<file path="config.mk">
export PLATFORM = sky130hd
export DESIGN_NAME = bptt_dgate_sched
export DESIGN_NICKNAME = d
export VERILOG_FILES = /design/src/rtl/bptt_dgate_sched_pkg.sv /design/src/rtl/bptt_dgate_sched_delay_line.sv /design/src/rtl/bptt_dgate_sched.sv
export SDC_FILE = /design/constraint.sdc
export NUM_CORES = 1
export LEC_CHECK = 0
export CORE_MARGIN = 1
export CORE_UTILIZATION = 50
export DETAILED_ROUTE_END_ITERATION = 6
export PLACE_DENSITY_LB_ADDON = 0.12
export SLEW_MARGIN = 10
export SYNTH_ARGS = -nofsm -noshare
export SYNTH_HDL_FRONTEND = slang
export SYNTH_SLANG_ARGS = --single-unit
</file>
<file path="constraint.sdc">
create_clock -name i_clk -period 1.75 [get_ports i_clk]
set_input_delay 0.35 -clock i_clk [delete_from_list [all_inputs] [get_ports i_clk]]
set_output_delay 0.35 -clock i_clk [all_outputs]
set_load 0.01 [all_outputs]
</file>
<file path="src/rtl/bptt_dgate_sched_pkg.sv">
// Shared definitions for the layer-2 BPTT delta-gate scheduler: default
// layer-2 geometry, FSM state encoding and a width helper.
package bptt_dgate_sched_pkg;

    localparam int L2_ADDR_WIDTH = 12;
    localparam int L2_NUM_CELL   = 8;
    localparam int L2_TIMESTEP   = 7;
    localparam int L2_PIPE_DELAY = 4;
    localparam int L2_PAUSE_LEN  = 3;

    typedef enum logic [2:0] {
        ST_IDLE  = 3'd0,
        ST_RUN   = 3'd1,
        ST_PAUSE = 3'd2,
        ST_DRAIN = 3'd3,
        ST_DONE  = 3'd4
    } sched_state_e;

    // Bits needed to hold 0..value-1, never less than one bit.
    function automatic int clog2_min1(input int value);
        int width;
        width = 1;
        while ((64'd1 << width) < 64'(value)) begin
            width = width + 1;
        end
        return width;
    endfunction

endpackage

</file>
<file path="src/rtl/bptt_dgate_sched_delay_line.sv">
// Fixed-depth shift register with asynchronous clear; carries the issued
// read strobe/address forward to the write-back side.
module bptt_dgate_sched_delay_line #(
    parameter int WIDTH = 1,
    parameter int DEPTH = 1
) (
    input  logic             i_clk,
    input  logic             i_rst_n,
    input  logic [WIDTH-1:0] i_d,
    output logic [WIDTH-1:0] o_q
);

    logic [DEPTH-1:0][WIDTH-1:0] r_pipe;

    generate
        if (DEPTH == 1) begin : g_single
            // Single stage: plain register.
            always_ff @(posedge i_clk or negedge i_rst_n) begin
                if (!i_rst_n) begin
                    r_pipe <= '0;
                end else begin
                    r_pipe[0] <= i_d;
                end
            end
        end else begin : g_multi
            // Multi stage: shift in at index 0, oldest entry at DEPTH-1.
            always_ff @(posedge i_clk or negedge i_rst_n) begin
                if (!i_rst_n) begin
                    r_pipe <= '0;
                end else begin
                    r_pipe <= {r_pipe[DEPTH-2:0], i_d};
                end
            end
        end
    endgenerate

    assign o_q = r_pipe[DEPTH-1];

endmodule

</file>
<file path="src/rtl/bptt_dgate_sched.sv">
// Layer-2 BPTT delta-gate scheduler: walks timesteps in reverse and cells
// forward, issuing read addresses and delayed write-back strobes.
module bptt_dgate_sched
    import bptt_dgate_sched_pkg::*;
#(
    parameter int ADDR_WIDTH = L2_ADDR_WIDTH,
    parameter int NUM_CELL   = L2_NUM_CELL,
    parameter int TIMESTEP   = L2_TIMESTEP,
    parameter int PIPE_DELAY = L2_PIPE_DELAY,
    parameter int PAUSE_LEN  = L2_PAUSE_LEN
) (
    input  logic                  i_clk,
    input  logic                  i_rst_n,
    input  logic                  i_start,
    input  logic                  i_en,
    output logic [ADDR_WIDTH-1:0] o_rd_addr,
    output logic                  o_rd_vld,
    output logic [ADDR_WIDTH-1:0] o_wr_addr,
    output logic                  o_wr_en,
    output logic                  o_first_t,
    output logic                  o_t_start,
    output logic                  o_busy,
    output logic                  o_done
);

    localparam int T_W     = clog2_min1(TIMESTEP);
    localparam int CELL_W  = clog2_min1(NUM_CELL);
    localparam int CNT_MAX = (PAUSE_LEN > PIPE_DELAY) ? PAUSE_LEN : PIPE_DELAY;
    localparam int CNT_W   = clog2_min1(CNT_MAX);

    localparam logic [T_W-1:0]        T_FIRST    = T_W'(TIMESTEP - 1);
    localparam logic [CELL_W-1:0]     CELL_LAST  = CELL_W'(NUM_CELL - 1);
    localparam logic [CNT_W-1:0]      PAUSE_LAST = CNT_W'((PAUSE_LEN > 0) ? PAUSE_LEN - 1 : 0);
    localparam logic [CNT_W-1:0]      DRAIN_LAST = CNT_W'(PIPE_DELAY - 1);
    localparam logic [ADDR_WIDTH-1:0] BASE_FIRST = ADDR_WIDTH'((TIMESTEP - 1) * NUM_CELL);
    localparam logic [ADDR_WIDTH-1:0] BASE_STEP  = ADDR_WIDTH'(NUM_CELL);
    localparam logic                  SKIP_PAUSE = (PAUSE_LEN == 0);

    if (64'(TIMESTEP) * 64'(NUM_CELL) > (64'd1 << ADDR_WIDTH)) begin : g_addr_overflow
        $error("bptt_dgate_sched: TIMESTEP*NUM_CELL-1 does not fit ADDR_WIDTH");
    end
    if (PIPE_DELAY < 1) begin : g_bad_delay
        $error("bptt_dgate_sched: PIPE_DELAY must be at least 1");
    end

    sched_state_e          r_state;
    sched_state_e          w_state_nxt;
    logic [T_W-1:0]        r_t;
    logic [T_W-1:0]        w_t_nxt;
    logic [CELL_W-1:0]     r_cell;
    logic [CELL_W-1:0]     w_cell_nxt;
    logic [CNT_W-1:0]      r_cnt;
    logic [CNT_W-1:0]      w_cnt_nxt;
    logic [ADDR_WIDTH-1:0] r_base;
    logic [ADDR_WIDTH-1:0] w_base_nxt;
    logic [ADDR_WIDTH-1:0] w_base_dec;
    logic [ADDR_WIDTH-1:0] r_rd_addr;
    logic [ADDR_WIDTH-1:0] w_addr_nxt;
    logic                  r_busy;
    logic                  r_done;
    logic                  w_rd_vld;
    logic [ADDR_WIDTH:0]   w_dl_d;
    logic [ADDR_WIDTH:0]   w_dl_q;

    // Next timestep's base; the address counter is reloaded from it so no multiplier is needed.
    assign w_base_dec = r_base - BASE_STEP;

    // Next-state and counter update logic.
    always_comb begin
        w_state_nxt = r_state;
        w_t_nxt     = r_t;
        w_cell_nxt  = r_cell;
        w_cnt_nxt   = r_cnt;
        w_base_nxt  = r_base;
        w_addr_nxt  = r_rd_addr;
        case (r_state)
            ST_IDLE: begin
                if (i_start) begin
                    w_state_nxt = ST_RUN;
                    w_t_nxt     = T_FIRST;
                    w_cell_nxt  = '0;
                    w_base_nxt  = BASE_FIRST;
                    w_addr_nxt  = BASE_FIRST;
                end else begin
                    w_state_nxt = ST_IDLE;
                end
            end
            ST_RUN: begin
                if (!i_en) begin
                    w_state_nxt = ST_RUN;
                end else if (r_cell != CELL_LAST) begin
                    w_cell_nxt = r_cell + CELL_W'(1);
                    w_addr_nxt = r_rd_addr + ADDR_WIDTH'(1);
                end else if (r_t == '0) begin
                    w_state_nxt = ST_DRAIN;
                    w_cnt_nxt   = '0;
                end else if (SKIP_PAUSE) begin
                    w_t_nxt    = r_t - T_W'(1);
                    w_cell_nxt = '0;
                    w_base_nxt = w_base_dec;
                    w_addr_nxt = w_base_dec;
                end else begin
                    w_state_nxt = ST_PAUSE;
                    w_cnt_nxt   = '0;
                end
            end
            ST_PAUSE: begin
                if (r_cnt == PAUSE_LAST) begin
                    w_state_nxt = ST_RUN;
                    w_t_nxt     = r_t - T_W'(1);
                    w_cell_nxt  = '0;
                    w_base_nxt  = w_base_dec;
                    w_addr_nxt  = w_base_dec;
                end else begin
                    w_cnt_nxt = r_cnt + CNT_W'(1);
                end
            end
            ST_DRAIN: begin
                if (r_cnt == DRAIN_LAST) begin
                    w_state_nxt = ST_DONE;
                end else begin
                    w_cnt_nxt = r_cnt + CNT_W'(1);
                end
            end
            ST_DONE: begin
                w_state_nxt = ST_IDLE;
            end
            default: begin
                w_state_nxt = ST_IDLE;
            end
        endcase
    end

    // State, counters and registered status outputs.
    always_ff @(posedge i_clk or negedge i_rst_n) begin
        if (!i_rst_n) begin
            r_state   <= ST_IDLE;
            r_t       <= '0;
            r_cell    <= '0;
            r_cnt     <= '0;
            r_base    <= '0;
            r_rd_addr <= '0;
            r_busy    <= 1'b0;
            r_done    <= 1'b0;
        end else begin
            r_state   <= w_state_nxt;
            r_t       <= w_t_nxt;
            r_cell    <= w_cell_nxt;
            r_cnt     <= w_cnt_nxt;
            r_base    <= w_base_nxt;
            r_rd_addr <= w_addr_nxt;
            r_busy    <= (w_state_nxt != ST_IDLE);
            r_done    <= (w_state_nxt == ST_DONE);
        end
    end

    // en gates the issue in the same cycle so the fsm can stall without a bubble of latency.
    assign w_rd_vld  = (r_state == ST_RUN) && i_en;
    assign o_rd_vld  = w_rd_vld;
    assign o_rd_addr = r_rd_addr;
    assign o_first_t = w_rd_vld && (r_t == T_FIRST);
    assign o_t_start = w_rd_vld && (r_cell == '0);
    assign o_busy    = r_busy;
    assign o_done    = r_done;

    assign w_dl_d = {w_rd_vld, r_rd_addr};

    bptt_dgate_sched_delay_line #(
        .WIDTH (ADDR_WIDTH + 1),
        .DEPTH (PIPE_DELAY)
    ) u_delay_line (
        .i_clk   (i_clk),
        .i_rst_n (i_rst_n),
        .i_d     (w_dl_d),
        .o_q     (w_dl_q)
    );

    assign o_wr_en   = w_dl_q[ADDR_WIDTH];
    assign o_wr_addr = w_dl_q[ADDR_WIDTH-1:0];

endmodule
</file>
[Word-level counts from Yosys, hierarchy flattened]
Index checks and enable logic that the tools add are counted.
Storage, ports and cells
  register bits after elaboration: 89
Cells by class
  add/subtract/negate cells: 5
  eq/ne operators: 15
  mux-type cells: 26
  reduce and logical (&&, ||, !) cells: 13
Operators by type and width (count)
  12-bit 2-to-1 mux: 4
  12-bit one-hot mux with 3 select lines: 1
  3-bit 2-to-1 mux: 10
  12-bit one-hot mux with 2 select lines: 1
  2-bit != test, second input constant: 7
  12-bit by 1-bit adder with 12-bit output, second input constant: 1
  3-bit one-hot mux with 4 select lines: 1
  12-bit by 4-bit subtractor with 12-bit output, second input constant: 1
  5-bit AND reduction: 2
  3-bit zero test: 3
  3-bit one-hot mux with 3 select lines: 1
  3-bit nonzero test: 3
  2-bit 2-to-1 mux: 4
  3-bit by 2-bit == test with 1-bit output, second input constant: 2
  3-bit == test, second input constant: 2
  2-bit one-hot mux with 3 select lines: 1
  3-bit one-hot mux with 2 select lines: 1
  2-bit == test, second input constant: 2
  3-bit by 1-bit adder with 3-bit output, second input constant: 1
  3-bit by 1-bit == test with 1-bit output, second input constant: 1
  1-bit logical AND: 3
  3-bit != test, second input constant: 1
  3-bit AND reduction: 1
  3-bit by 1-bit subtractor with 3-bit output, second input constant: 1
  3 further kinds: 4

[Logic depth before layout (Yosys ltp)]
  word-level depth: 6
  depth in mapped cells: 8

[Modules after synthesis]
Synthesis repeated with hierarchy kept, for this count alone.
Unflattened totals
  cell total of the unflattened synthesis: 282
  area total of the unflattened synthesis: 3424.5 um2
By module, submodules not included
  bptt_dgate_sched: times used 1, cells each 217, area an instance 2025.7 um2, seq. area each 850.8 um2
  bptt_dgate_sched_delay_line: times used 1, cells each 65, area an instance 1398.8 um2, seq. area each 1301.2 um2

[Worst setup path after synthesis]
Ideal clock, no wire load.
  path type: flip-flop to flip-flop
  from: register r_base[3]
  to: register r_rd_addr[11], in the netlist o_rd_addr[11]
  arrival: 1.786 ns
  slack: -0.160 ns
  stages on the path, launching flop included: 8
  period minus slack after synthesis: 1.910 ns
  cell sequence: dfrtp_1 > inv_1 > ha_1 > or4b_4 > nor4_1 > xnor2_1 > nor2_1 > a211o_1
Between the ends
  word-level cells in the longest chain between the ends: 3
RTL lines
  start: declaration: RTL line bptt_dgate_sched.sv:54  | logic [ADDR_WIDTH-1:0] r_base;
  start signal: assignment: RTL line bptt_dgate_sched.sv:150  | r_base <= w_base_nxt;
  12-bit by 4-bit subtractor with 12-bit output: RTL line bptt_dgate_sched.sv:66  | assign w_base_dec = r_base - BASE_STEP;
  12-bit 2-to-1 mux: RTL line bptt_dgate_sched.sv:108  | if (r_cnt == PAUSE_LAST) begin
  12-bit one-hot mux with 3 select lines: RTL line bptt_dgate_sched.sv:76  | case (r_state)
  end signal: assignment: RTL line bptt_dgate_sched.sv:151  | r_rd_addr <= w_addr_nxt;
  end: declaration: RTL line bptt_dgate_sched.sv:57  | logic [ADDR_WIDTH-1:0] r_rd_addr;
Every way passes these cells. The select of a mux whose other input is x is not followed.
A chain may end at the register's enable or synchronous reset.

[Worst setup path in the final report]
  from: register r_state[1]
  to: output port o_t_start
Between the ends
  word-level cells in the longest chain between the ends: 3
RTL lines
  start: declaration: RTL line bptt_dgate_sched.sv:46  | sched_state_e r_state;
  start signal: assignment: RTL line bptt_dgate_sched.sv:146  | r_state <= w_state_nxt;
  3-bit by 1-bit == test with 1-bit output: RTL line bptt_dgate_sched.sv:158  | assign w_rd_vld = (r_state == ST_RUN) && i_en;
  1-bit logical AND: RTL line bptt_dgate_sched.sv:158
  1-bit logical AND: RTL line bptt_dgate_sched.sv:162  | assign o_t_start = w_rd_vld && (r_cell == '0);
  end: declaration: RTL line bptt_dgate_sched.sv:21  | output logic o_t_start,
Every way passes these cells.

==> flow_metrics.py <==
metrics = {
    "yosys": {
        "synthesis.area_um2": 3324,
        "yosysSeqAreaShare_pct": 64.73,
        "synthAdderAreaFrac_pct": 4.140,
        "synth_top_area_share_pct": 64.73,
        "syn_inst": 276,
        "synth.distinct_cells": 50,
        "synth_area_leaders": "dfrtp_1, ha_1, o21ai_0, buf_4, a21oi_1",
        "synth.largest_area_cell": "dfrtp_1",
        "synth_nets": 291,
        "yosysMostFrequentCell": "dfrtp_1",
        "synth-simple-area-share_pct": 11.59,
        "synth_top_family_by_area": "simple AND/OR/NAND/NOR gates",
        "synth_edf_count": 0,
        "ys_ff_latch": 86,
        "synth-main-ff-cell": "dfrtp_1",
        "synthArstFlopShare_pct": 100.0,
        "synth_mux_area_share_pct": 1.957,
        "ys_warn_count": 0,
        "synth-xor-area-share_pct": 0.7904,
        "synth_commonest_cells": "dfrtp_1, o21ai_0, nor2_1",
        "synth_area_per_cell_um2": 12.05,
        "synth_compound_area_share_pct": 10.80,
    },
    "worst_setup_path": {
        "arrival_ns": 1.65,
        "required_ns": 1.40,
        "r2r_cells": 5,
        "cp_max_fo": 3,
        "critPathLaunchType": "register",
        "end_kind": "output port",
        "crit_type": "register to output port",
    },
    "floorplan": {
        "initial_utilization_pct": 52.06,
        "die_y_um": 83.54,
        "die_w_um": 83.54,
        "io_pins": 34,
        "dieArea_um2": 6979,
        "rows": 29,
        "core_um2": 6386,
    },
    "timing": {
        "holdWs_ns": 0.3517,
        "tns_ns": -2.137,
        "worstMarginPinSlew_ns": 0.3768,
        "setup_viol": 20,
        "clock.fmax_ghz": 0.4993,
        "rsz0062_at_grt": "true",
        "fin_crit_ns": 2.003,
        "hold_violations": 0,
        "slew_headroom_pct": 74.79,
        "slew_viol_final": 0,
        "clock_skew_ns": 0.009249,
        "finalCritPeriodShare_pct": 114.4,
        "worst_slack_ns": -0.2529,
    },
    "global_routing": {
        "grt_pass1_vias": 2160,
        "use_met2_pct": 28.54,
        "grt.met3_usage_pct": 4.451,
        "grt-ovfl-total": 0,
        "grt_usage_pct": 18.49,
        "use_met1_pct": 25.02,
        "grt_pass1_wl_mm": 9.998,
        "busiest_layer": "met2",
        "grt_max_degree": 44,
        "antenna_found_initial": 0,
    },
    "pwr": {
        "swShare_pct": 30.57,
        "power.share.clock_pct": 23.9,
        "vdd_ir_drop_max_mv": 0.7090,
        "power_density_nw_per_um2": 1351,
        "p_leak_nw": 2.010,
        "p_comb_share_pct": 31.4,
        "power_frac_seq_pct": 44.7,
        "p_sw_mw": 1.797,
        "p_int_mw": 4.081,
        "finalPower_mw": 5.878,
    },
    "cells_and_area": {
        "fin_util_pct": 68.14,
        "area_growth_pct": 30.90,
        "drive_gt1_share_pct": 28.69,
        "final_area_um2": 4352,
        "antennaDiodeCount": 0,
        "stdcell_count": 429,
        "fin_nets": 362,
    },
    "drt": {
        "routed_wl_mm": 6.104,
        "drc": 0,
        "drt_iter0_markers": 92,
        "avgRoutedWirePerCell_um": 14.23,
        "drtAntennaViolNets": 0,
        "dr.pass1.iters": 5,
        "dr_total_vias": 2192,
        "via_per_inst": 5.110,
    },
    "placed_design": {
        "dp_cells": 398,
        "io_buffers": 33,
        "place_area_um2": 3904,
        "place_ws_ns": -0.4157,
        "globalplace.congestion": 0.8028,
        "place_hpwl_mm": 4.036,
    },
    "clock_tree": {
        "clock_latency_ns": 0.34,
        "cts_tree": "yes",
        "clock_path_buffers": 2,
        "root_buffer": "clkbuf_8",
        "clk_pin_slew_ns": 0.09,
        "cts_htree_levels": 3,
        "cts_buffers": 9,
        "numClockSinks": 86,
    },
    "hold_path": {
        "hold_path_depth": 0,
        "hold_class": "register to register",
    },
    "run_status": {
        "violations": "setup timing",
        "outcome": "finished with violations",
    },
    "flow_run": {
        "maxCapViolations": 0,
    },
}
power groups by stage:
stage / Combinational [mW] / Clock (mW) / Sequential (mW)
after floorplan: 0.887 / 0 / 2.67
final: 1.85 / 1.40 / 2.63
after CTS: 1.69 / 1.45 / 2.63
after detailed placement: 1.62 / 0 / 2.66
after global placement: 1.59 / 0 / 2.64
after global routing: 2.04 / 1.53 / 2.68
final timing paths:
path | slack, ns | start | to
worst max register to register | -0.18 | r_state[1] | o_rd_addr[11]
worst max-delay path | -0.25 | r_state[1] | o_t_start
worst min-delay path | 0.35 | u_delay_line.r_pipe[37] | u_delay_line.o_q[11]
worst min register to register | 0.35 | u_delay_line.r_pipe[37] | u_delay_line.o_q[11]
max in group asynchronous | 0.70 | i_rst_n | o_rd_addr[4]
min in group asynchronous | 0.44 | i_rst_n | u_delay_line.r_pipe[12]
sequential cells by signal, summed over array words and instances, names as in the netlist:
name,count
u_delay_line.r_pipe,39
u_delay_line.o_q,13
o_rd_addr,12
r_base,9
r_cell,3
r_state,3
r_t,3
r_cnt,2
o_busy,1
o_done,1
critical path, stage by stage, from the launching register on:
cell	delay [ns]
dfrtp_1	0.39
or3b_4	0.41
nor2_4	0.11
buf_6	0.12
and3b_1	0.15
buf_2	0.12
timing repair:
action / CTS / global route
buffers inserted: 6 / 9
endpoints found under the hold margin: 23 / 0
gates cloned: 0 / 1
pin swaps: 3 / 7
resized for setup: 31 / 28
hold buffers: 1 / 0
setup endpoints to repair: 21 / 30
layout by cell type (no fill, tap or decap), types with 2 or more instances in the layout:
cell	netlist	final
inv_6	0	2
xor2_1	2	2
o21ai_0	23	14
nor2_1	20	17
o31ai_1	3	3
nor2_4	0	3
o21a_1	2	2
nand3_1	4	4
nand2b_1	3	2
clkdlybuf4s50_1	0	27
nand2_1	19	18
o211ai_1	2	2
buf_4	12	40
inv_1	16	15
or3b_4	1	2
or4_4	1	2
nor4_1	3	2
dlymetal6s2s_1	0	2
nor3_1	4	4
or3_1	3	2
buf_2	2	2
nor2b_1	2	2
clkinvlp_4	0	2
ha_1	11	8
o21ai_1	2	11
dfrtp_2	0	5
and3_1	3	2
a31oi_1	2	2
nand4_1	2	2
clkbuf_8	0	10
a21oi_1	15	14
dfrtp_1	86	81
mux2_4	0	2
ha_4	0	2
buf_6	1	8
mux2_2	4	2
routing by layer:
| layer | part of all wire [%] | vias up |
|---|---|---|
| li1 | - | 1077 |
| met1 | 47 | 1060 |
| met2 | 48 | 43 |
| met3 | 3.1 | 12 |
| met4 | 1.8 | 0 |
| met5 | 0 | - |
final cells by class:
| cell class | instances | area [um2] |
|---|---|---|
| inverter | 16 | 60.06 |
| multi-input combinational | 153 | 1106 |
| clock buffer | 10 | 137.6 |
| timing repair buffer | 81 | 725.7 |
| tap | 77 | 96.34 |
| clock inverter | 6 | 67.56 |
| fill | 474 | 2034 |
| sequential | 86 | 2158 |
cell families after synthesis:
| family | count (synthesis) |
|---|---|
| multiplexers | 6 |
| adder cells (fa/ha/maj) | 11 |
| AO/OA/AOI/OAI | 59 |
| buffers and inverters | 37 |
| flip-flops | 86 |
| AND/OR/NAND/NOR | 74 |
| XOR/XNOR | 3 |
Note: power is estimated with default switching activity, not from simulation.
